--- src/rtl/spi_slave_if_if.sv ---
// spi_slave_if_if: SPI pins plus RAM-side rx/tx handshake for the SPI slave front end
interface spi_slave_if_if #(
    parameter int FRAME_BITS = 10,
    parameter int DATA_BITS  = 8
);
    logic                  sclk;
    logic                  ss_n;
    logic                  mosi;
    logic                  miso;
    logic [FRAME_BITS-1:0] rx_data;
    logic                  rx_valid;
    logic [DATA_BITS-1:0]  tx_data;
    logic                  tx_valid;

    modport master (
        output sclk, ss_n, mosi, tx_data, tx_valid,
        input  miso, rx_data, rx_valid
    );

    modport slave (
        input  sclk, ss_n, mosi, tx_data, tx_valid,
        output miso, rx_data, rx_valid
    );
endinterface

--- src/rtl/spi_slave_if.sv ---
// spi_slave_if: SPI mode-0 slave that deframes 10-bit commands and serialises RAM read data on MISO
module spi_slave_if #(
    parameter int SYNC_STAGES = 2,
    parameter int FRAME_BITS  = 10,
    parameter int DATA_BITS   = 8
) (
    input logic           clk,
    input logic           rst,
    spi_slave_if_if.slave bus
);
    localparam int CW = $clog2(FRAME_BITS + 1);
    localparam int TW = $clog2(DATA_BITS + 1);

    typedef enum logic [2:0] {IDLE, CHK_CMD, WRITE, READ_ADD, READ_DATA} state_t;

    logic [SYNC_STAGES-1:0] r_sclk_sync;
    logic [SYNC_STAGES-1:0] r_ss_n_sync;
    logic [SYNC_STAGES-1:0] r_mosi_sync;
    logic                   r_sclk_d;

    state_t                 r_state;
    logic [CW-1:0]          r_cnt;
    logic [FRAME_BITS-1:0]  r_shift;
    logic [FRAME_BITS-1:0]  r_rx_data;
    logic                   r_rx_valid;
    logic                   r_miso;
    logic                   r_rd_addr_done;
    logic [DATA_BITS-1:0]   r_tx_shift;
    logic                   r_tx_loaded;
    logic [TW-1:0]          r_tx_cnt;
    logic                   r_wait_tx;

    logic                   w_sclk;
    logic                   w_ss_n;
    logic                   w_mosi;
    logic                   w_sclk_rise;
    logic                   w_sclk_fall;
    logic                   w_last;
    logic [FRAME_BITS-1:0]  w_shift_next;

    assign w_sclk       = r_sclk_sync[SYNC_STAGES-1];
    assign w_ss_n       = r_ss_n_sync[SYNC_STAGES-1];
    assign w_mosi       = r_mosi_sync[SYNC_STAGES-1];
    assign w_sclk_rise  = w_sclk & ~r_sclk_d;
    assign w_sclk_fall  = ~w_sclk & r_sclk_d;
    assign w_last       = r_cnt == CW'(FRAME_BITS - 1);
    assign w_shift_next = {r_shift[FRAME_BITS-2:0], w_mosi};

    assign bus.miso     = r_miso;
    assign bus.rx_data  = r_rx_data;
    assign bus.rx_valid = r_rx_valid;

    // Pin synchronisers; ss_n resets inactive so a held-low select is seen as a fresh falling edge
    always_ff @(posedge clk) begin
        if (rst) begin
            r_sclk_sync <= '0;
            r_ss_n_sync <= '1;
            r_mosi_sync <= '0;
            r_sclk_d    <= 1'b0;
        end else begin
            r_sclk_sync <= {r_sclk_sync[SYNC_STAGES-2:0], bus.sclk};
            r_ss_n_sync <= {r_ss_n_sync[SYNC_STAGES-2:0], bus.ss_n};
            r_mosi_sync <= {r_mosi_sync[SYNC_STAGES-2:0], bus.mosi};
            r_sclk_d    <= w_sclk;
        end
    end

    // Frame FSM: receive shift, rx pulse, read-data latch and MISO serialiser; deselect aborts first
    always_ff @(posedge clk) begin
        if (rst) begin
            r_state        <= IDLE;
            r_cnt          <= '0;
            r_shift        <= '0;
            r_rx_data      <= '0;
            r_rx_valid     <= 1'b0;
            r_miso         <= 1'b0;
            r_rd_addr_done <= 1'b0;
            r_tx_shift     <= '0;
            r_tx_loaded    <= 1'b0;
            r_tx_cnt       <= '0;
            r_wait_tx      <= 1'b0;
        end else begin
            r_rx_valid <= 1'b0;
            if (r_state != IDLE && w_ss_n) begin
                r_state     <= IDLE;
                r_cnt       <= '0;
                r_miso      <= 1'b0;
                r_tx_loaded <= 1'b0;
                r_wait_tx   <= 1'b0;
            end else begin
                case (r_state)
                    IDLE: begin
                        r_miso <= 1'b0;
                        r_cnt  <= '0;
                        if (!w_ss_n)
                            r_state <= CHK_CMD;
                    end
                    CHK_CMD: begin
                        if (w_sclk_rise) begin
                            r_shift <= w_shift_next;
                            r_cnt   <= CW'(1);
                            r_state <= !w_mosi ? WRITE : r_rd_addr_done ? READ_DATA : READ_ADD;
                        end
                    end
                    default: begin
                        if (w_sclk_rise && r_cnt != CW'(FRAME_BITS)) begin
                            r_shift <= w_shift_next;
                            r_cnt   <= r_cnt + CW'(1);
                            if (w_last) begin
                                r_rx_data  <= w_shift_next;
                                r_rx_valid <= 1'b1;
                                if (r_state == READ_ADD)
                                    r_rd_addr_done <= 1'b1;
                                if (r_state == READ_DATA)
                                    r_wait_tx <= 1'b1;
                            end
                        end
                        if (r_wait_tx && bus.tx_valid) begin
                            r_tx_shift  <= bus.tx_data;
                            r_tx_loaded <= 1'b1;
                            r_tx_cnt    <= '0;
                            r_wait_tx   <= 1'b0;
                        end
                        if (r_tx_loaded && w_sclk_fall) begin
                            r_miso     <= r_tx_shift[DATA_BITS-1];
                            r_tx_shift <= {r_tx_shift[DATA_BITS-2:0], 1'b0};
                            r_tx_cnt   <= r_tx_cnt + TW'(1);
                            if (r_tx_cnt == TW'(DATA_BITS - 1)) begin
                                r_tx_loaded    <= 1'b0;
                                r_rd_addr_done <= 1'b0;
                            end
                        end
                    end
                endcase
            end
        end
    end
endmodule

--- src/flat_wrapper.sv ---
// flat-port wrapper written by rule: the top's interface ports become plain ports
module spi_slave_if_flat 
#(
    parameter int SYNC_STAGES = 2,
    parameter int FRAME_BITS  = 10,
    parameter int DATA_BITS   = 8
)
  (clk, rst, bus_sclk, bus_ss_n, bus_mosi, bus_tx_data, bus_tx_valid, bus_miso, bus_rx_data, bus_rx_valid);
  spi_slave_if_if #(.FRAME_BITS(FRAME_BITS), .DATA_BITS(DATA_BITS)) bus_i ();
  input logic clk;
  input logic rst;
  input wire logic [$bits(bus_i.sclk)-1:0] bus_sclk;
  input wire logic [$bits(bus_i.ss_n)-1:0] bus_ss_n;
  input wire logic [$bits(bus_i.mosi)-1:0] bus_mosi;
  input wire logic [$bits(bus_i.tx_data)-1:0] bus_tx_data;
  input wire logic [$bits(bus_i.tx_valid)-1:0] bus_tx_valid;
  output wire logic [$bits(bus_i.miso)-1:0] bus_miso;
  output wire logic [$bits(bus_i.rx_data)-1:0] bus_rx_data;
  output wire logic [$bits(bus_i.rx_valid)-1:0] bus_rx_valid;
  assign bus_i.sclk = bus_sclk;
  assign bus_i.ss_n = bus_ss_n;
  assign bus_i.mosi = bus_mosi;
  assign bus_i.tx_data = bus_tx_data;
  assign bus_i.tx_valid = bus_tx_valid;
  assign bus_miso = bus_i.miso;
  assign bus_rx_data = bus_i.rx_data;
  assign bus_rx_valid = bus_i.rx_valid;
  spi_slave_if #(.SYNC_STAGES(SYNC_STAGES), .FRAME_BITS(FRAME_BITS), .DATA_BITS(DATA_BITS)) u_core (.clk(clk), .rst(rst), .bus(bus_i));
endmodule
--- config.mk ---
export PLATFORM = sky130hd
export DESIGN_NAME = spi_slave_if_flat
export DESIGN_NICKNAME = d
export VERILOG_FILES = /design/src/rtl/spi_slave_if_if.sv /design/src/rtl/spi_slave_if.sv /design/src/flat_wrapper.sv
export SDC_FILE = /design/constraint.sdc
export NUM_CORES = 1
export LEC_CHECK = 0
export ABC_CLOCK_PERIOD_IN_PS = 5200
export BUFFER_PORTS_ARGS = -buffer_cell sky130_fd_sc_hd__clkbuf_2
export CAP_MARGIN = 5
export CELL_PAD_IN_SITES_DETAIL_PLACEMENT = 1
export CELL_PAD_IN_SITES_GLOBAL_PLACEMENT = 2
export CORE_ASPECT_RATIO = 1.5
export CORE_MARGIN = 5
export CORE_UTILIZATION = 30
export DETAILED_ROUTE_END_ITERATION = 8
export GPL_TIMING_DRIVEN = 0
export MAX_ROUTING_LAYER = met4
export PLACE_DENSITY_LB_ADDON = 0.15
export SLEW_MARGIN = 25
export SYNTH_ARGS = -nofsm -noshare
export SYNTH_HDL_FRONTEND = slang
export SYNTH_SLANG_ARGS = --single-unit
--- constraint.sdc ---
create_clock -name clk -period 5.2 [get_ports clk]
set_clock_uncertainty 0.05 [all_clocks]
set_input_delay 1.04 -clock clk [delete_from_list [all_inputs] [get_ports clk]]
set_output_delay 1.04 -clock clk [all_outputs]
set_load 0.02 [all_outputs]
==> flow_summary.yaml, run 1 <==
outcome:
  outcome: "finished clean"
route:
  postRouteAntennaNets: 0
  route.detailed.vias_per_inst: 4.87
  drc: 0
  finalWirelength_mm: 4.79
  first_iter_violations: 76
  vias: 1594
  routed_wirelength_normalized_by_instance_count_um: 14.6
  first_pass_iteration_count_of_the_detailed_router: 4
timing:
  slew_violations: 0
  timing.setup.tns_ns: 0
  finalSetupViolations: 0
  fmax_mhz: 454
  final_hold_viol_count: 0
  relSlewSlack: 0.539
  rsz0062_at_grt: "no"
  layout_min_cycle_time_ns: 2.20
  layout_worst_path_cycle_share: 0.424
  finalWorstSetupSlack_ns: 3.00
  tightest_slew_ns: 0.689
yosys:
  yosys.area.top_type_share: 0.487
  synth.largest_area_cell: "sky130_fd_sc_hd__dfxtp_1"
  sequential_area_share_after_synthesis: 0.487
  synthesis.nets: 236
  postSynthRegisterBits: 50
  synth_async_sr_flop_share: 0
  synth_cell_types: 37
  yosys.cell_count.top_type: "sky130_fd_sc_hd__dfxtp_1"
  ys.flop_type: "sky130_fd_sc_hd__dfxtp_1"
  synth_top_cells_by_area: "sky130_fd_sc_hd__dfxtp_1 (49%), sky130_fd_sc_hd__mux2i_1 (13%), sky130_fd_sc_hd__nor2_1 (7.3%), sky130_fd_sc_hd__a211oi_1 (2.9%), sky130_fd_sc_hd__ha_1 (2.4%)"
  syn_area_um2: 2060
  synthesis_warnings: 0
  post_synth_most_frequent_cells: "sky130_fd_sc_hd__dfxtp_1 (50), sky130_fd_sc_hd__nor2_1 (40), sky130_fd_sc_hd__mux2i_1 (26)"
  syn_avg_cell_area_um2: 9.43
  synth_enable_flop_cells: 0
  synthCells: 218
power_and_ir_drop:
  pwr-share-comb: 0.035
  switching_power_w: 0.000144
  leakage_nw: 1.03
  pwr-share-clk: 0.351
  seq_power_share: 0.613
  switching_share: 0.228
  worst_case_vdd_ir_drop_v: 0.000141
  power_density_nw_per_um2: 268
  pint_w: 0.000487
place:
  dpl_worst_slack_ns: 2.68
  io_buffer_count: 24
  gpl.final_weighted_congestion: 0.702
  placed_cell_area_um2: 2270
  dp.cells: 320
  detailedPlacementHpwl_mm: 3.53
global_route:
  grtUsageTotal: 0.123
  grt_overflow: 0
  grt_first_pass_wirelength_mm: 8.44
  grt_max_degree: 15
  antenna_violations_before_repair: 0
  grt_pass1_vias: 1784
final_layout:
  multi_input_area_um2: 968
  finish.instance_area_um2: 2350
  layout.area.seq_um2: 1000
  layoutNonFillerInstCount: 327
  diodes: 0
  areaGrowthSynthToFinish_pct: 14.5
  num-fill-cells: 795
  fin_nets: 267
  final_layout_size_suffix_gt1_frac: 0.157
worst_setup_path:
  required_time_of_the_worst_setup_path_ns: 5.37
  worstSetupStartpointType: "input pin"
  worst-r2r-setup-slack_ns: 3.00
  cp_data_arrival_time_ns: 2.37
  timing.critical_path.fanout_max: 10
  path_cells: "clkbuf_2, nand2_1, a21oi_1, clkbuf_1, nor2_1, a211oi_1"
  critPathTopFamily: "compound AO/OA/AOI/OAI gates"
  cp.buffers_inverters: 2
  worstSetupEndpointType: "flop"
  regToRegStartpoint: "u_core.r_sclk_sync[1]$_SDFF_PP0_"
  delay_of_the_slowest_cell_on_the_worst_path_ns: 0.44
  r2r.worst_path.cells: 5
  worstReg2RegEnd: "u_core.r_tx_shift[6]$_SDFFE_PP0P_"
  crit_path_top_delay_cell: "sky130_fd_sc_hd__clkbuf_1"
  timing.setup.critical_path_class: "in2reg"
clocking:
  cts_hold_fix_bufs: 0
  clock_sinks: 50
  cts-resized-gates: 0
  worst_skew_pair.late_latency_ns: 0.30
  cts_root_buf: "sky130_fd_sc_hd__clkbuf_8"
  tritoncts_buffers: 5
  maximum_buffer_depth_of_the_clock_tree: 2
  cts_tree: "yes"
  cts_setup_buffers: 0
  cts-htree-levels: 2
  clk_pin_slew_worst_paths_ns: 0.09
floorplanning:
  floorplan.die_area_um2: 8640
  core_area_um2: 6760
  starting_density_of_the_core: 0.304
  chipHeight_um: 111
  io_pins: 26
  std_cell_rows: 37
  floorplan.die.width_um: 77.6
hold_path:
  hold_end: "u_core.r_ss_n_sync[1]$_SDFF_PP1_"
  hold_start: "u_core.r_ss_n_sync[0]$_SDFF_PP1_"
  hold_path.class: "reg2reg"
  timing.hold.worst_path_depth: 1
flow_run:
  maxcap_violations: 0
-- layer usage --
layer,routed length (um),vias to the layer above,GRT usage
li1,-,818,-
met1,2100,756,0.132
met2,2530,15,0.222
met3,67,5,0.0218
met4,81,0,0.0413
met5,0,-,-
-- state kept, by name, summed over array words and instances, names as in the netlist, 2 cells and up --
name and flops:
u_core.bus.rx_data 10, u_core.r_shift 9, u_core.r_tx_shift 8, u_core.r_cnt 4, u_core.r_tx_cnt 4, u_core.r_state 3, u_core.r_mosi_sync 2, u_core.r_sclk_sync 2
u_core.r_ss_n_sync 2
-- final cells by class --
type,instances,area share
buffer,14,0.0271
clock inverter,1,0.00319
clock buffer,6,0.0308
inverter,6,0.00957
tap,78,0.0415
timing repair buffer,24,0.0510
multi-input combinational,148,0.411
sequential,50,0.425
-- per-stage QoR --
step           power, W   util  hold slack, ns
2_1_floorplan  0.000408      -           0.339
3_3_place_gp   0.000419  0.336           0.344
3_5_place_dp   0.000419  0.336           0.349
4_1_cts        0.000644  0.348           0.372
5_1_grt        0.000664  0.348           0.385
6_report       0.000631  0.348           0.369
-- kinds of logic after synthesis --
group	count (synthesis)	share of synthesized area
AOI/OAI and AO/OA	35	0.126
adders and majority gates	4	0.0243
buffers and inverters	20	0.0420
DFF	50	0.487
muxes	26	0.127
and+or+nand+nor	83	0.194
-- worst register-to-register path, delay by kind of cell, from the launching register on --
kind                   cells  cell delay (ns)
AOI/OAI and AO/OA          2             0.76
and+or+nand+nor            2             0.52
DFF                        1             0.35
buffers and inverters      1             0.44
-- cell usage in the layout, fill, tap and decap left out, types with 2 or more instances in the layout --
cell	synthesis	final
sky130_fd_sc_hd__nand3b_1	2	2
sky130_fd_sc_hd__o21ai_0	3	3
sky130_fd_sc_hd__nor2b_1	7	7
sky130_fd_sc_hd__a31oi_1	2	2
sky130_fd_sc_hd__mux2i_1	26	26
sky130_fd_sc_hd__nand3_1	2	2
sky130_fd_sc_hd__clkbuf_2	0	24
sky130_fd_sc_hd__clkbuf_8	0	5
sky130_fd_sc_hd__clkbuf_1	9	10
sky130_fd_sc_hd__a21oi_1	9	9
sky130_fd_sc_hd__nand2_1	7	7
sky130_fd_sc_hd__nor4_1	2	2
sky130_fd_sc_hd__or3_1	5	5
sky130_fd_sc_hd__nor2_1	40	40
sky130_fd_sc_hd__dfxtp_1	50	50
sky130_fd_sc_hd__inv_1	6	6
sky130_fd_sc_hd__ha_1	4	4
sky130_fd_sc_hd__buf_2	3	3
sky130_fd_sc_hd__or2_2	2	2
sky130_fd_sc_hd__buf_4	2	2
sky130_fd_sc_hd__nand2b_1	4	4
sky130_fd_sc_hd__or4_1	2	2
sky130_fd_sc_hd__a211oi_1	8	8
sky130_fd_sc_hd__a21o_1	2	2
sky130_fd_sc_hd__nor3_1	7	7
-- worst max path at each step --
stage,startpoint,to,slack [ns],cells after the start
2_1_floorplan,bus_tx_valid,u_core.r_tx_shift[6]$_SDFFE_PP0P_,3.12,5
3_3_place_gp,bus_tx_valid,u_core.r_tx_shift[6]$_SDFFE_PP0P_,2.69,6
3_5_place_dp,bus_tx_valid,u_core.r_tx_shift[6]$_SDFFE_PP0P_,2.68,6
4_1_cts,u_core.r_sclk_sync[1]$_SDFF_PP0_,u_core.r_tx_shift[7]$_SDFFE_PP0P_,2.98,5
5_1_grt,u_core.r_sclk_sync[1]$_SDFF_PP0_,u_core.r_tx_shift[6]$_SDFFE_PP0P_,2.75,5
6_report,bus_tx_valid,u_core.r_tx_shift[6]$_SDFFE_PP0P_,3.00,6
-- power by group through the flow --
| stage | combinational (W) | clock, W | sequential (W) |
|---|---|---|---|
| after global routing | 0.0000252 | 0.000251 | 0.000388 |
| after detailed placement | 0.0000230 | 0 | 0.000396 |
| after floorplan | 0.0000130 | 0 | 0.000395 |
| final | 0.0000222 | 0.000222 | 0.000387 |
| after global placement | 0.0000232 | 0 | 0.000396 |
| after CTS | 0.0000230 | 0.000234 | 0.000387 |
Power figures use the tool's default switching activity.
==> inputs of run 2 (changes only) <==
--- a/config.mk
+++ b/config.mk
@@ -5,14 +5,15 @@
 export SDC_FILE = /design/constraint.sdc
 export NUM_CORES = 1
 export LEC_CHECK = 0
-export ABC_CLOCK_PERIOD_IN_PS = 5200
+export ABC_AREA = 1
+export ABC_CLOCK_PERIOD_IN_PS = 1800
 export BUFFER_PORTS_ARGS = -buffer_cell sky130_fd_sc_hd__clkbuf_2
 export CAP_MARGIN = 5
 export CELL_PAD_IN_SITES_DETAIL_PLACEMENT = 1
 export CELL_PAD_IN_SITES_GLOBAL_PLACEMENT = 2
 export CORE_ASPECT_RATIO = 1.5
 export CORE_MARGIN = 5
-export CORE_UTILIZATION = 30
+export CORE_UTILIZATION = 29
 export DETAILED_ROUTE_END_ITERATION = 8
 export GPL_TIMING_DRIVEN = 0
 export MAX_ROUTING_LAYER = met4
==> constraint.sdc (replaced) <==
create_clock -name clk -period 1.8 [get_ports clk]
set_clock_uncertainty 0.05 [all_clocks]
set_input_delay 0.36 -clock clk [delete_from_list [all_inputs] [get_ports clk]]
set_output_delay 0.36 -clock clk [all_outputs]
set_load 0.02 [all_outputs]
==> flow_summary.yaml, run 2 <==
final_layout:
  multi_input_area_um2: 1140
  mostFrequentLayoutCells: "sky130_fd_sc_hd__nand2_1 (85), sky130_fd_sc_hd__nor2_1 (51), sky130_fd_sc_hd__dfxtp_1 (50), sky130_fd_sc_hd__a21oi_1 (28), sky130_fd_sc_hd__nand3_1 (26)"
  fin_nets: 377
  diodes: 0
  num-fill-cells: 1011
  largest_register_ff_count: 10
  final_layout_size_suffix_gt1_frac: 0.186
  areaGrowthSynthToFinish_pct: 18.7
  layout.area.seq_um2: 1000
  finish.instance_area_um2: 2780
  layout.cells.most_common: "sky130_fd_sc_hd__nand2_1"
  final_core_utilization: 0.350
power_and_ir_drop:
  power_density_nw_per_um2: 814
  pint_w: 0.00175
  leakage_nw: 1.19
  switching_share: 0.226
  switching_power_w: 0.000511
  pwr-share-comb: 0.053
  pwr-share-clk: 0.449
  seq_power_share: 0.498
  worst_case_vdd_ir_drop_v: 0.000332
route:
  first_iter_violations: 50
  wl_met2_mm: 3.22
  drt-met1-wl_mm: 2.66
  route.detailed.vias_per_inst: 4.48
  topRoutingLayerUsed: "met4"
  finalWirelength_mm: 6.07
  postRouteAntennaNets: 0
  met3_wirelength_um: 139
  routed_wirelength_normalized_by_instance_count_um: 13.1
  first_pass_iteration_count_of_the_detailed_router: 4
  drc: 0
  vias: 2084
global_route:
  antenna_violations_before_repair: 0
  grt_first_pass_wirelength_mm: 10.4
  grt_overflow: 0
  grtUsageTotal: 0.132
  grt_max_degree: 16
  grt_pass1_vias: 2124
yosys:
  yosys-mux-area-fraction: 0
  synth-compound-area-share: 0.0812
  yosys.area_share.simple: 0.376
  syn_avg_cell_area_um2: 7.19
  synth_xor_xnor_area_share: 0.00747
  dominant_combinational_cell_family_by_area_after_synthesis: "simple AND/OR/NAND/NOR gates"
  synth_async_sr_flop_share: 0
  synthesis.nets: 344
  sequential_area_share_after_synthesis: 0.427
  synth_enable_flop_cells: 0
  synth_top_cells_by_area: "sky130_fd_sc_hd__dfxtp_1 (43%), sky130_fd_sc_hd__nand2_1 (14%), sky130_fd_sc_hd__nor2_1 (8.2%), sky130_fd_sc_hd__a21oi_1 (6.0%), sky130_fd_sc_hd__nand3_1 (5.6%)"
  ys.flop_type: "sky130_fd_sc_hd__dfxtp_1"
  syn_area_um2: 2340
  synthCells: 326
  yosys.area.top_type_share: 0.427
  postSynthRegisterBits: 50
  synthesis_warnings: 0
  synth-adder-area-share: 0.0214
  synth.largest_area_cell: "sky130_fd_sc_hd__dfxtp_1"
  synth_cell_types: 32
  yosys.cell_count.top_type: "sky130_fd_sc_hd__nand2_1"
  post_synth_most_frequent_cells: "sky130_fd_sc_hd__nand2_1 (85), sky130_fd_sc_hd__nor2_1 (51), sky130_fd_sc_hd__dfxtp_1 (50)"
floorplanning:
  chipHeight_um: 120
  std_cell_rows: 40
  core_area_um2: 7960
  io_pins: 26
  floorplan.die.width_um: 83.4
  floorplan.die_area_um2: 10000
  starting_density_of_the_core: 0.294
timing:
  fin_worst_hold_slack_ns: 0.197
  final_hold_viol_count: 0
  timing.setup.tns_ns: 0
  fmax_mhz: 609
  layout_min_cycle_time_ns: 1.64
  finalSetupViolations: 0
  tightest_slew_ns: 0.510
  rsz0062_at_grt: "no"
  layout_worst_path_cycle_share: 0.912
  finalWorstSetupSlack_ns: 0.158
  relSlewSlack: 0.660
  slew_violations: 0
worst_setup_path:
  delay_of_the_slowest_cell_on_the_worst_path_ns: 0.44
  required_time_of_the_worst_setup_path_ns: 1.94
  critPathTopFamily: "simple AND/OR/NAND/NOR gates"
  path_cells: "inv_1, ha_1, nand3_2, nand2_4, nor2_4, buf_6, nand3_1, nand2_1, nor2_1"
  worstSetupStartpointType: "flop"
  timing.critical_path.fanout_max: 10
  cp.buffers_inverters: 2
  worstSetupEndpointType: "flop"
  crit_path_top_delay_cell: "sky130_fd_sc_hd__dfxtp_1"
  timing.setup.critical_path_class: "reg2reg"
  cp_data_arrival_time_ns: 1.78
flow_run:
  maxcap_violations: 0
clocking:
  clk_pin_slew_worst_paths_ns: 0.07
  cts_tree: "yes"
  clock_sinks: 50
  tritoncts_buffers: 5
  cts_hold_fix_bufs: 0
  cts-htree-levels: 2
  cts_root_buf: "sky130_fd_sc_hd__clkbuf_16"
  cts_setup_buffers: 0
  maximum_buffer_depth_of_the_clock_tree: 2
  cts-resized-gates: 0
  worst_skew_pair.late_latency_ns: 0.29
hold_path:
  hold_path.class: "in2reg"
outcome:
  outcome: "finished clean"
place:
  placed_cell_area_um2: 2600
  gpl.final_weighted_congestion: 0.738
  io_buffer_count: 25
  detailedPlacementHpwl_mm: 4.58
  dpl_worst_slack_ns: 0.104
==> run 2: cell count changes after synthesis, moves of 11 or more <==
cell	before	now
sky130_fd_sc_hd__inv_1	6	24
sky130_fd_sc_hd__nor2_1	40	51
sky130_fd_sc_hd__nand3_1	2	26
sky130_fd_sc_hd__nand2_1	7	85
sky130_fd_sc_hd__a21oi_1	9	28
sky130_fd_sc_hd__mux2i_1	26	0
==> run 2: area by class of cell <==
| type | count | area share |
|---|---|---|
| flip-flops and latches | 50 | 0.360 |
| inverters | 33 | 0.0445 |
| clock inverters | 1 | 0.00315 |
| clock buffers | 7 | 0.0549 |
| repair buffers | 26 | 0.0522 |
| well taps | 105 | 0.0472 |
| plain buffers | 11 | 0.0288 |
| multi-input cells | 232 | 0.409 |
==> run 2: worst paths after layout <==
kind,cells past startpoint,slack [ns],startpoint,endpoint
setup / recovery,9,0.16,u_core.r_cnt[0]$_SDFFE_PP0P_,u_core.bus.rx_data[6]$_SDFFE_PP0P_
hold / removal,3,0.20,bus_sclk,u_core.r_sclk_sync[0]$_SDFF_PP0_
setup reg to reg,9,0.16,u_core.r_cnt[0]$_SDFFE_PP0P_,u_core.bus.rx_data[6]$_SDFFE_PP0P_
hold reg to reg,2,0.35,u_core.r_sclk_sync[0]$_SDFF_PP0_,u_core.r_sclk_sync[1]$_SDFF_PP0_
==> run 2: routing by layer <==
metal | track usage | vias to the layer above
li1 | - | 1095
met1 | 0.143 | 961
met2 | 0.238 | 24
met3 | 0.0254 | 4
met4 | 0.0491 | 0
met5 | - | -
==> run 2: worst reg2reg max path, delay by kind of cell (launching register included) <==
family	cells	cell delay, ns
fa+ha+maj	1	0.24
flops	1	0.44
buf+inv	2	0.27
simple gates	6	0.55
==> run 2: power by group through the flow <==
stage | sequential (W) | combinational [W] | clock (W)
after floorplan | 0.00115 | 0.0000826 | 0
after global placement | 0.00115 | 0.000122 | 0
after detailed placement | 0.00115 | 0.000123 | 0
after CTS | 0.00113 | 0.000123 | 0.00106
after global routing | 0.00113 | 0.000137 | 0.00110
final | 0.00113 | 0.000119 | 0.00102
==> run 2: stage by stage <==
stage	cells	total power, W
finish	465	0.00226
global route	465	0.00236
CTS	464	0.00231
detailed placement	456	0.00128
global placement	456	0.00128
floorplan	326	0.00123
==> run 2: cell families after synthesis <==
logic type	after synthesis
AO/OA/AOI/OAI	36
XOR/XNOR	2
adder cells (fa/ha/maj)	4
buffers and inverters	44
flip-flops	50
AND/OR/NAND/NOR	190
